[config.mk]
export PLATFORM = sky130hd
export DESIGN_NAME = vpu_src_port_burst_ctrl
export DESIGN_NICKNAME = d
export VERILOG_FILES = /design/src/rtl/vpu_src_port_burst_ctrl.sv
export SDC_FILE = /design/constraint.sdc
export NUM_CORES = 1
export LEC_CHECK = 0
export ABC_AREA = 1
export CORE_AREA = 4 4 214 216
export DETAILED_ROUTE_END_ITERATION = 6
export DIE_AREA = 0 0 218 220
export PLACE_DENSITY_LB_ADDON = 0.1
export SYNTH_ARGS = -nofsm -noshare
export SYNTH_HDL_FRONTEND = slang
export SYNTH_SLANG_ARGS = --single-unit
[constraint.sdc]
create_clock -name clk -period 3 [get_ports clk]
set_input_delay 0.75 -clock clk [delete_from_list [all_inputs] [get_ports clk]]
set_output_delay 0.75 -clock clk [all_outputs]
set_load 0.01 [all_outputs]
[src/rtl/vpu_src_port_burst_ctrl.sv]
// Multi-beat source-operand fetcher: issues credited SRAM row reads for one
// command and pushes the returned rows into the operand queue.
module vpu_src_port_burst_ctrl #(
    parameter int DATA_W         = 256,
    parameter int BANK_CNT_LG2   = 2,
    parameter int BANK_DEPTH_LG2 = 10,
    parameter int ADDR_W         = BANK_CNT_LG2 + BANK_DEPTH_LG2,
    parameter int MAX_BEATS      = 8,
    parameter int MAX_OUTST      = 2,
    parameter int FIFO_DEPTH     = 4
) (
    input  logic                                clk,
    input  logic                                rst,
    input  logic                                valid_i,
    output logic                                ready_o,
    input  logic                                rvalid_i,
    input  logic [ADDR_W-1:0]                   raddr_i,
    input  logic [$clog2(MAX_BEATS+1)-1:0]      beats_i,
    input  logic                                reset_cmd_i,
    output logic                                done_o,
    output logic                                err_o,
    output logic                                sram_req_o,
    input  logic                                sram_ack_i,
    output logic [BANK_CNT_LG2-1:0]             sram_rid_o,
    output logic [BANK_DEPTH_LG2-1:0]           sram_addr_o,
    output logic                                sram_reb_o,
    output logic                                sram_rlast_o,
    input  logic                                sram_rvalid_i,
    input  logic [DATA_W-1:0]                   sram_rdata_i,
    output logic                                wren_o,
    output logic [DATA_W-1:0]                   wdata_o,
    input  logic                                fifo_pop_i
);

    localparam int BW = $clog2(MAX_BEATS + 1);
    localparam int OW = $clog2(MAX_OUTST + 1);
    localparam int CW = $clog2(FIFO_DEPTH + 1);
    localparam logic [OW-1:0] OUTST_MAX = OW'(MAX_OUTST);
    localparam logic [CW-1:0] CRED_MAX  = CW'(FIFO_DEPTH);

    typedef enum logic [1:0] {IDLE, REQ, DRAIN, DONE} state_t;

    state_t                    state;
    logic [BANK_CNT_LG2-1:0]   bank;
    logic [BANK_DEPTH_LG2-1:0] row;
    logic [BW-1:0]             beats;
    logic [BW-1:0]             issued;
    logic [BW-1:0]             received;
    logic [OW-1:0]             outst;
    logic [CW-1:0]             credits;

    logic req;
    logic issue;
    logic last_beat;
    logic ret;
    logic ret_err;
    logic pop_ok;
    logic pop_err;

    // Request is a pure function of registers, so it cannot glitch on inputs
    assign req       = (state == REQ) && (issued < beats) &&
                       (credits != '0) && (outst < OUTST_MAX);
    assign issue     = req && sram_ack_i;
    assign last_beat = (issued == beats - 1'b1);
    assign ret       = sram_rvalid_i && (outst != '0);
    assign ret_err   = sram_rvalid_i && (outst == '0);
    assign pop_ok    = fifo_pop_i && (credits != CRED_MAX);
    assign pop_err   = fifo_pop_i && (credits == CRED_MAX);

    assign ready_o      = (state == IDLE);
    assign done_o       = (state == DONE);
    assign sram_req_o   = req;
    assign sram_reb_o   = ~req;
    assign sram_rid_o   = req ? bank : '0;
    assign sram_addr_o  = req ? row : '0;
    assign sram_rlast_o = req && last_beat;

    always_ff @(posedge clk) begin
        if (rst) begin
            state    <= IDLE;
            bank     <= '0;
            row      <= '0;
            beats    <= '0;
            issued   <= '0;
            received <= '0;
            outst    <= '0;
            credits  <= CRED_MAX;
            err_o    <= 1'b0;
            wren_o   <= 1'b0;
            wdata_o  <= '0;
        end else begin
            wren_o <= ret;
            if (ret)
                wdata_o <= sram_rdata_i;
            if (issue) begin
                issued <= issued + 1'b1;
                row    <= row + 1'b1;
            end
            if (ret)
                received <= received + 1'b1;

            case ({issue, ret})
                2'b10:   outst <= outst + 1'b1;
                2'b01:   outst <= outst - 1'b1;
                default: outst <= outst;
            endcase

            case ({issue, pop_ok})
                2'b10:   credits <= credits - 1'b1;
                2'b01:   credits <= credits + 1'b1;
                default: credits <= credits;
            endcase

            if (state == DONE && reset_cmd_i)
                err_o <= 1'b0;
            if (ret_err || pop_err)
                err_o <= 1'b1;

            case (state)
                IDLE: begin
                    if (valid_i) begin
                        if (rvalid_i && beats_i != '0) begin
                            bank     <= raddr_i[BANK_DEPTH_LG2 +: BANK_CNT_LG2];
                            row      <= raddr_i[BANK_DEPTH_LG2-1:0];
                            beats    <= beats_i;
                            issued   <= '0;
                            received <= '0;
                            state    <= REQ;
                        end else begin
                            state <= DONE;
                        end
                    end
                end
                REQ: begin
                    if (issue && last_beat)
                        state <= DRAIN;
                end
                DRAIN: begin
                    // Look ahead one return so done lines up with the last push
                    if (ret && (received + 1'b1) == beats)
                        state <= DONE;
                end
                DONE: begin
                    if (reset_cmd_i)
                        state <= IDLE;
                end
                default: state <= IDLE;
            endcase
        end
    end

endmodule

# == Yosys cells after proc, flatten, opt, wreduce, memory -nomap -nowiden ==
# Index checks and enable logic that the tools add are counted.
# word_totals
wordCells,85
out_inout_bits,275
inputBits,280
regBits,289
# classes
bitwise_logic,1
addsub,8
eq_ne,15
n_lt_le_gt_ge,2
reduce_logical,24
muxes,24
# op_table
operator,n
2-to-1 mux 10 bit,5
2-to-1 mux 4 bit,8
logical AND 1 bit,13
2-to-1 mux 2 bit,6
adder 10 x 1 -> 10 bit (second input constant),1
adder 4 x 1 -> 4 bit (second input constant),2
== test 2 bit (second input constant),4
== test 4 bit,2
one-hot mux 2 bit (4 select lines),1
nonzero test 2 bit,4
== test 2 x 1 -> 1 bit (second input constant),3
!= test 2 bit (second input constant),3
one-hot mux 3 bit (2 select lines),1
zero test 2 bit,2
less-than comparator 4 bit,1
one-hot mux 2 bit (2 select lines),1
AND reduction 4 bit,1
nonzero test 4 bit,1
subtractor 4 x 1 -> 4 bit (second input constant),1
adder 3 x 1 -> 3 bit (second input constant),1
== test 3 bit (second input constant),1
!= test 3 bit (second input constant),1
AND reduction 3 bit,1
nonzero test 3 bit,1
8 further kinds,9

# == Longest topological paths before layout ==
# Gate-level depths: netlist of the first run.
# depth
depth_word,9
mapped_depth,17
depth_no_buf,16

# == Worst setup path before layout of the first run ==
# No wires, ideal clock.
# synth_path
kind,reg2reg
start,reg beats[1]
end,reg credits[2]
t_arrival_ps,2168
stages_incl_launch_ff,17
n_path_buf,1
synth_period_minus_slack_ps,2242
required_time_ps,2926
setup_time_ps,74
setup_slack_ps,758
cell_sequence,dfxtp_1 inv_1 ha_1 nand2_1 nand2_1 nand2_1 nand2_1 nand2_1 nand3_1 buf_2 ha_1 inv_1 fa_1 nand2_1 nor3b_1 a21oi_1 o21ai_0
# synth_via
elab_chain_len,7
elab_cells_between_ends,9
cone_classes,order compare: 1; eq/ne: 2; mux: 1; reduce/logical: 5
# synth_rtl
item,line_no,text
"start, declared",46,logic [BW-1:0] beats;
"start signal, assigned",125,beats <= beats_i;
less-than comparator 4 bit (*),61,assign req = (state == REQ) && (issued < beats) &&
logical AND 1 bit (*) (2 in series),61,
logical AND 1 bit (*),62,(credits != '0) && (outst < OUTST_MAX);
logical AND 1 bit (*),63,assign issue = req && sram_ack_i;
== test 2 x 1 -> 1 bit or == test 2 bit (tied branches),108,"case ({issue, pop_ok})"
one-hot mux 3 bit (2 select lines) or nonzero test 2 bit (tied branches),n/a,
"end signal, assigned",109,2'b10: credits <= credits - 1'b1;
"end signal, assigned",110,2'b01: credits <= credits + 1'b1;
"end signal, assigned",111,default: credits <= credits;
"end, declared",50,logic [CW-1:0] credits;
# Mark *: on every way between the ends. The rest lies on a longest branch, timed or not.
# A chain may end at the register's enable or synchronous reset.

# == Worst setup path in the final report of the first run ==
# layout_path
start,reg beats[3]
end,out sram_req_o
# layout_via
elab_chain_len,4
# layout_rtl
item,line_no,text
less-than comparator 4 bit,61,
logical AND 1 bit (2 in series),61,
logical AND 1 bit,62,
"end, declared",22,"output logic sram_req_o,"
# No other way between the ends.

==> summary.txt, run 1 <==
CP startpoint kind -> register
Power Total -> 13.8 mW
Core ar. -> 43900 sq um
status -> finished, final reports clean
hold buffer count at cts -> 0
Die X -> 218 microns
clock sink total -> 289
drt pass-1 iters -> 4
Seq cells post-synth -> 289
DRT iter0 DRCs -> 636
area growth from synthesis to layout -> 67.3%
H-tree levels -> 2
Post-synth ARST share -> 0%
HP Class -> register to register
Seq/Total Area, Yosys -> 53.6%
reg-to-reg slack, setup -> 810 ps
period utilization -> 95.0%
launch point of the worst path -> beats[3]$_SDFFE_PP0P_
EDFF count, synth -> 0
Largest stage delay, worst path -> 340 ps
Final nets -> 2249
ys flop type -> dfxtp_1
Final Critical Period -> 2850 ps
overall routed net length -> 44.2 mm
site row count -> 77
Max Slew Vio Count -> 0
Hold Fails Final Rpt -> 0
Power Density -> 763 nW/um^2
YS warnings -> 0
vias in the first global route -> 11000
number of remaining DRC errors -> 0
Chip Height -> 220 microns
final setup TNS -> 0 ps
Leakage -> 7.53 nW
worst vdd ir -> 0.000421 V
mapped cell area -> 10800 sq um
CTS root buf -> clkbuf_16
commonest cells after routing, fill and taps aside -> nor2_1 (554), clkdlybuf4s50_1 (539), dfxtp_1 (288)
WS Path Type -> register to output port
Synthesized Nets -> 1735
Num CTS Buffers -> 37
Max Clock Skew -> 10.8 ps
Ports -> 555
most common cell after layout, fill and taps aside -> nor2_1
max cap viols -> 0
DP HPWL -> 31.2 mm
Setup Viol. Count Final -> 0
gr usage total -> 17.3%
Post-DRT Antenna Nets -> 0
largest net degree at the start of global routing -> 141
CTS clock-pin slew for the worst setup and hold paths -> 60 ps
deepest clock path buffer count -> 3
post-synthesis average cell area -> 7.50 sq um
Worst Setup End Kind -> output port
routed len/inst -> 17.2 microns
CP Cell Sequence -> inv_1, ha_1, nor2_1, nand2_1, a31oi_4, nand2_2, buf_12, inv_1, dlygate4sd2_1
Distinct cells, synth -> 31
first-pass GRT wire length -> 65.5 mm
TritonCTS clock tree -> built
RR Startpoint -> beats[1]$_SDFFE_PP0P_
share of layout cells above drive strength 1 -> 4.55%
CP required -> 2250 ps
Hold Path Origin -> bank[0]$_SDFFE_PP0P_
total number of vias -> 11000
initial antenna violation count -> 4
Crit Path Max Fanout -> 15
Vias/cell -> 4.28
Worst EP arrival -> 2100 ps
Clock Latency Late Sink -> 530 ps
initial cell density of the core -> 24.6%
worst setup path endpoint -> sram_req_o
Max Freq -> 0.351 GHz
grt ovf -> 0
Post-Syn Instances -> 1440
number of port buffers -> 554
reg2reg path depth -> 15
RSZ-0062 raised after global routing -> false
reg2reg end -> credits[2]$_SDFFE_PP1P_
Max stage delay cell, worst path -> dfxtp_1
CP most frequent cell -> inv_1
worst slew pin tran -> 680 ps
fillers -> 4537
GP Congestion -> 0.777
die area -> 48000 sq um
slew margin rel. -> 54.7%
## cells by family after synthesis
kind of cell | after synthesis | share of synthesized area, %
buffers and inverters | 153 | 5.81
XOR/XNOR | 5 | 0.405
flip-flops | 289 | 53.6
adder cells (fa/ha/maj) | 15 | 1.81
AND/OR/NAND/NOR | 669 | 23.9
AO/OA/AOI/OAI | 309 | 14.5
## layer usage
layer,routed length (microns),up-vias,GRT usage (%)
li1,-,5638,-
met1,18100,4985,20.5
met2,21300,353,28.9
met3,3900,54,6.52
met4,1010,2,5.94
met5,8,-,0
## worst min path at each step
stage / endpoint / cells past startpoint
4_1_cts: bank[0]$_SDFFE_PP0P_ / 2
2_1_floorplan: bank[0]$_SDFFE_PP0P_ / 2
3_5_place_dp: bank[0]$_SDFFE_PP0P_ / 2
5_1_grt: bank[0]$_SDFFE_PP0P_ / 2
3_3_place_gp: bank[0]$_SDFFE_PP0P_ / 2
6_report: bank[0]$_SDFFE_PP0P_ / 2
## worst max-delay path: cells and delay by family, from the launching register on
family / cells / cell delay [ps]
flops: 1 / 340
compound gates: 1 / 180
fa+ha+maj: 1 / 200
simple gates: 3 / 310
buf+inv: 4 / 530
## area by class of cell
| cell class | count | area [sq um] | share of cell area (%) |
|---|---|---|---|
| Antenna cell | 4 | 10.0 | 0.0554 |
| Clock inverter | 3 | 43.8 | 0.242 |
| Clock buffer | 61 | 1160 | 6.41 |
| Timing Repair Buffer | 568 | 5680 | 31.4 |
| Sequential cell | 289 | 5790 | 32.0 |
| Inverter | 60 | 238 | 1.32 |
| Multi-Input combinational cell | 998 | 4410 | 24.4 |
| Tap cell | 592 | 741 | 4.10 |
## cell usage after synthesis, drive strengths merged, types with 2 or more instances
cell type	instances	area share, %
nor2	557	19
dfxtp	289	54
o21ai	280	13
nand2	76	2.6
clkbuf	63	2.2
inv	59	2.1
buf	30	1.5
nand3	21	1.0
a21oi	19	0.92
ha	14	1.6
nor3	7	0.32
nand4	5	0.29
a31oi	4	0.23
xor2	4	0.32
o211ai	3	0.21
a211oi	2	0.14
## flip-flops by register name, summed over array words and instances (netlist names)
register,count
err_o,1
credits,3
beats,4
wren_o,1
wdata_o,256
received,4
row,10
bank,2
outst,2
issued,4
state,2
## power breakdown
group	total (mW)	switching [mW]	leakage, nW	internal [mW]
Sequential	5.08	0.415	2.34	4.67
Combinational	4.33	2.21	4.59	2.12
Clock	4.39	1.68	0.589	2.71
Total	13.8	4.30	7.53	9.49
## metrics by stage
| step | setup slack [ps] | instances | area (sq um) | hold slack, ps | utilization [%] |
|---|---|---|---|---|---|
| floorplan | 758 | 1440 | 10800 | 430 | - |
| global placement | 332 | 2507 | 16900 | 446 | 38.5 |
| detailed placement | 268 | 2507 | 16900 | 450 | 38.5 |
| CTS | 1.15 | 2571 | 18100 | 459 | 41.2 |
| global route | 22.7 | 2574 | 18100 | 489 | 41.1 |
| finish | 151 | 2575 | 18100 | 460 | 41.1 |
## timing repair
| item | 4_1_cts | 5_1_grt |
|---|---|---|
| setup buffers | 0 | 0 |
| gates resized for setup | 18 | 27 |
| gates cloned | 0 | 0 |
| endpoints found under the hold margin | 0 | 0 |
| endpoints found under the setup margin | 15 | 15 |
| pin swaps | 1 | 0 |
No activity file was read; power rests on OpenSTA's default activity.
==> inputs of run 2 (changes only) <==
clock period = 3.2 ns   (was 3 ns; I/O delays follow)
==> summary.txt, run 2 (same netlist as run 1, synthesis figures left out) <==
placed insts -> 2508 (+0.040%)
overall routed net length -> 44.5 mm (+0.64%)
metal3 WL -> 4.20 mm (+7.6%)
Ports -> 555 (unchanged)
Die X -> 218 microns (unchanged)
CTS clock-pin slew for the worst setup and hold paths -> 50 ps (about the same)
vias in the first global route -> 10900 (-0.58%)
DP HPWL -> 31.6 mm (+1.0%)
number of remaining DRC errors -> 0 (unchanged)
initial cell density of the core -> 24.6% (unchanged)
routed len/inst -> 17.3 microns (+0.71%)
Hold Slack -> 458 ps (-2.48 ps)
die area -> 48000 sq um (unchanged)
DRT iter0 DRCs -> 549 (-14%)
period utilization -> 93.1%
largest registers -> wdata_o x256, row x10
slew margin rel. -> 57.0% (+2.3 points)
Setup Viol. Count Final -> 0 (unchanged)
register area -> 5790 sq um (about the same)
worst slew pin tran -> 645 ps (-34.9 ps)
fillers -> 4516 (-0.46%)
HP Class -> register to register
site row count -> 77 (unchanged)
Chip Height -> 220 microns (unchanged)
CP required -> 2400 ps (+150 ps)
RSZ-0062 raised after global routing -> false
largest net degree at the start of global routing -> 140 (-0.71%)
Max Clock Skew -> 9.29 ps (-1.48 ps)
Final nets -> 2252 (+0.13%)
switching power -> 4.01 mW (-6.9%)
TritonCTS clock tree -> built
fin cells -> 2573 (-0.078%)
GP Congestion -> 0.780 (+0.42%)
area of the multi-input gates -> 4400 sq um (-0.20%)
Max Slew Vio Count -> 0 (unchanged)
clock sink total -> 289 (unchanged)
sequential power share -> 37.3% (+0.5 points)
Crit Path Max Fanout -> 8 (-7)
max reg flops -> 256 (unchanged)
Max Freq -> 0.336 GHz
Num CTS Buffers -> 36 (-2.7%)
worst vdd ir -> 0.000481 V (+14%)
number of port buffers -> 554 (unchanged)
first-pass GRT wire length -> 65.2 mm (-0.42%)
final setup TNS -> 0 ps (unchanged)
WS Path Type -> register to output port
Post-DRT Antenna Nets -> 0 (unchanged)
met2 wire length -> 21.4 mm (+0.48%)
Internal Power -> 8.76 mW (-7.7%)
H-tree levels -> 2 (unchanged)
gr usage total -> 17.3% (about the same)
Final Critical Period -> 2980 ps
initial antenna violation count -> 4 (unchanged)
commonest cells after routing, fill and taps aside -> nor2_1 (554), clkdlybuf4s50_1 (539), dfxtp_1 (289)
most common cell after layout, fill and taps aside -> nor2_1
Reg with most FFs -> wdata_o
highest metal used -> met4
Worst EP arrival -> 2180 ps (+80 ps)
Comb power frac -> 31.8% (+0.4 points)
status -> finished, final reports clean
Vias/cell -> 4.31 (+0.65%)
area growth from synthesis to layout -> 67.2% (about the same)
CTS root buf -> clkbuf_16
Metal-1 WL -> 17.9 mm (-0.84%)
Hold Fails Final Rpt -> 0 (unchanged)
Worst Setup End Kind -> output port
deepest clock path buffer count -> 3 (unchanged)
share of layout cells above drive strength 1 -> 4.05% (-0.50 points)
Clock Latency Late Sink -> 520 ps (about the same)
clock power share -> 30.9% (-0.9 points)
max cap viols -> 0 (unchanged)
total number of vias -> 11100 (+0.57%)
grt ovf -> 0 (unchanged)
Core ar. -> 43900 sq um (unchanged)
Power Density -> 707 nW/um^2 (-7.3%)
drt pass-1 iters -> 4 (unchanged)
switching share of power -> 31.4% (+0.19 points)
CP startpoint kind -> register
Leakage -> 7.55 nW (+0.28%)
run 2: path summary, 6_finish.rpt:
| check | start | to | slack, ps | cells past startpoint |
|---|---|---|---|---|
| max | beats[1]$_SDFFE_PP0P_ | sram_addr_o[1] | 220 | 11 |
| min | bank[1]$_SDFFE_PP0P_ | bank[1]$_SDFFE_PP0P_ | 460 | 2 |
| max reg2reg | beats[1]$_SDFFE_PP0P_ | credits[2]$_SDFFE_PP1P_ | 990 | 15 |
| min reg2reg | bank[1]$_SDFFE_PP0P_ | bank[1]$_SDFFE_PP0P_ | 460 | 2 |
run 2: power groups by stage:
| stage | sequential [mW] | combinational [mW] | clock (mW) |
|---|---|---|---|
| 6_report | 4.76 | 4.06 | 3.95 |
| 5_1_grt | 4.86 | 4.46 | 4.27 |
| 4_1_cts | 4.76 | 4.14 | 4.12 |
| 3_5_place_dp | 4.82 | 4.10 | 0 |
| 3_3_place_gp | 4.80 | 4.10 | 0 |
| 2_1_floorplan | 5.12 | 1.44 | 0 |
run 2: routing by layer:
layer  vias up  GRT usage (%)
met4         0           5.65
met3        57           7.02
met2       369           28.9
li1       5634              -
met1      5035           20.3
met5         -              0
run 2: cell type report:
class                   instances  area share (%)
clock buffers                  49            5.71
inverters                      60            1.32
flip-flops and latches        289            32.0
repair buffers                572            31.8
diodes                          4          0.0554
clock inverters                 9           0.554
well taps                     592            4.10
multi-input cells             998            24.4
run 2: critical path, cell delays in order, from the launching register on:
cell,delay [ps]
dfxtp_1,340
inv_1,90
ha_1,300
nand2_1,70
nand2_1,50
nand2_1,50
nand2_1,50
nand2_1,80
nand2_2,60
buf_4,180
nor2_1,120
dlygate4sd2_1,280
run 2: metrics by stage:
stage | instance area [sq um] | utilization [%] | worst slack (ps) | total power, mW
after floorplan | 10800 | - | 912 | 6.56
after global placement | 16900 | 38.5 | 371 | 8.90
after detailed placement | 16900 | 38.5 | 248 | 8.92
after CTS | 18000 | 41.1 | 171 | 13.0
after global routing | 18100 | 41.1 | 37.9 | 13.6
final | 18100 | 41.1 | 221 | 12.8
run 2: timing repair:
| item | in CTS | in global routing |
|---|---|---|
| buffers inserted | 3 | 0 |
| endpoints found under the setup margin | 15 | 0 |
| resized for setup | 18 | 0 |
| hold buffers | 0 | 0 |
==> inputs of run 3 (changes only) <==
CTS_CLUSTER_DIAMETER = 50   (was unset)
==> summary.txt, run 3 (same netlist as run 1, synthesis figures left out) <==
largest registers -> wdata_o x256, row x10
Power Total -> 13.6 mW (+6.7%)
Core ar. -> 43900 sq um (unchanged)
CP Cell Sequence -> inv_1, ha_1, nand2_1, nand2_1, nand2_1, nand2_1, nand2_1, nand2_2, buf_4, buf_4, dlygate4sd2_1
die area -> 48000 sq um (unchanged)
cell area after layout -> 18400 sq um (+1.7%)
first-pass GRT wire length -> 65.5 mm (+0.48%)
RSZ-0062 raised after global routing -> false
H-tree levels -> 2 (unchanged)
drt pass-1 iters -> 4 (unchanged)
CTS clock-pin slew for the worst setup and hold paths -> 50 ps (about the same)
DP HPWL -> 31.6 mm (unchanged)
Chip Height -> 220 microns (unchanged)
Hold Slack -> 458 ps (+0.0760 ps)
final worst slack -> 206 ps (-14.1 ps)
Vias/cell -> 4.30 (-0.35%)
GP Congestion -> 0.780 (unchanged)
area growth from synthesis to layout -> 70.1%
final core utilization -> 41.8% (+0.72 points)
grt ovf -> 0 (unchanged)
reg2reg path depth -> 15 (unchanged)
Worst Setup End Kind -> output port
initial cell density of the core -> 24.6% (unchanged)
Max Slew Vio Count -> 0 (unchanged)
delay-heaviest family, CP -> buffers and inverters
max reg flops -> 256 (unchanged)
Leakage -> 7.70 nW (+2.1%)
Ports -> 555 (unchanged)
fillers -> 4475 (-0.91%)
gr usage total -> 17.4% (+0.081 points)
deepest clock path buffer count -> 3 (unchanged)
Num CTS Buffers -> 42 (+17%)
Largest stage delay, worst path -> 340 ps (about the same)
Max Clock Skew -> 16.5 ps (+7.24 ps)
number of remaining DRC errors -> 0 (unchanged)
max cap viols -> 0 (unchanged)
CP Buf/Inv Count -> 4 (+1)
total number of vias -> 11100 (+0.31%)
launch point of the worst path -> beats[1]$_SDFFE_PP0P_
status -> finished, final reports clean
fin cells -> 2590 (+0.66%)
TritonCTS clock tree -> built
share of layout cells above drive strength 1 -> 4.91% (+0.87 points)
overall routed net length -> 44.6 mm (+0.24%)
largest net degree at the start of global routing -> 140 (unchanged)
initial antenna violation count -> 4 (unchanged)
Power Density -> 742 nW/um^2 (+4.9%)
CP startpoint kind -> register
HP Class -> register to register
hold depth -> 2 (unchanged)
vias in the first global route -> 11100 (+1.1%)
WS Path Type -> register to output port
Post-DRT Antenna Nets -> 0 (unchanged)
dpl ws -> 248 ps (unchanged)
Max Freq -> 0.334 GHz (-0.47%)
worst vdd ir -> 0.000468 V (-2.8%)
Cell Area, Placed -> 16900 sq um (unchanged)
Reg with most FFs -> wdata_o
Hold Path Origin -> bank[1]$_SDFFE_PP0P_
period utilization -> 93.5% (+0.44 points)
routed len/inst -> 17.2 microns (-0.41%)
placed insts -> 2508 (unchanged)
Worst EP arrival -> 2190 ps (about the same)
Final nets -> 2258 (+0.27%)
number of port buffers -> 554 (unchanged)
Clock Latency Late Sink -> 550 ps (+30 ps)
reg-to-reg slack, setup -> 980 ps (about the same)
CP most frequent cell -> nand2_1
CP required -> 2400 ps (about the same)
Max stage delay cell, worst path -> dfxtp_1
worst slew pin tran -> 652 ps (+7.14 ps)
site row count -> 77 (unchanged)
commonest cells after routing, fill and taps aside -> nor2_1 (554), clkdlybuf4s50_1 (539), dfxtp_1 (289)
clock sink total -> 289 (unchanged)
DRT iter0 DRCs -> 556 (+1.3%)
slew margin rel. -> 56.5% (-0.48 points)
Setup Viol. Count Final -> 0 (unchanged)
count of cell instances traversed by the critical path -> 11 (unchanged)
Die X -> 218 microns (unchanged)
final setup TNS -> 0 ps (unchanged)
Final Critical Period -> 2990 ps (+14.1 ps)
CTS root buf -> clkbuf_16
Crit Path Max Fanout -> 7 (-1)
most common cell after layout, fill and taps aside -> nor2_1
Hold Fails Final Rpt -> 0 (unchanged)
RR Startpoint -> beats[1]$_SDFFE_PP0P_
hold buffer count at cts -> 0 (unchanged)
## run 3: cell count changes in the layout (fill, tap and decap cells not counted), sizes merged
cell	previous run	this run
clkinv	5	12
inv	60	63
bufinv	2	6
clkbuf	49	52
## run 3: final cells by class
class / count / area (sq um) / area share (%)
sequential: 289 / 5790 / 31.5
timing repair buffer: 572 / 5750 / 31.3
multi-input combinational: 998 / 4400 / 24.0
clock buffer: 52 / 1150 / 6.26
tap: 592 / 741 / 4.03
clock inverter: 23 / 297 / 1.61
inverter: 60 / 238 / 1.29
antenna: 4 / 10.0 / 0.0545
## run 3: final timing paths
path                                                 to
worst min-delay path               bank[1]$_SDFFE_PP0P_
worst max-delay path                         sram_reb_o
worst max register to register  credits[2]$_SDFFE_PP1P_
worst min register to register     bank[1]$_SDFFE_PP0P_
## run 3: worst register-to-register path, cell delays in order, from the launching register on
cell and delay, ps:
dfxtp_1 340, inv_1 90, ha_1 290, nand2_1 50
nand2_1 50, nand2_1 50, nand2_1 50, nand2_1 70
nand3_1 100, ha_1 150, inv_1 70, fa_1 380
nand2_1 70, nor3b_1 210, a21oi_1 80, o21ai_0 80
## run 3: what timing repair did
item                       CTS  global route
hold endpoints to repair     0             0
setup endpoints to repair   15             0
gates resized for setup     18             0
setup buffers                3             0
## run 3: per-layer routing
metal | vias to the layer above | GRT usage (%) | share of wire (%)
li1 | 5661 | - | -
met1 | 5039 | 20.2 | 40
met2 | 366 | 29.0 | 48
met3 | 63 | 7.28 | 9.8
met4 | 0 | 5.90 | 2.5
met5 | - | 0 | 0
## run 3: power by group
part	internal, mW	switching (mW)
registers	4.38	0.386
clock network	3.04	1.76
logic	1.99	2.07
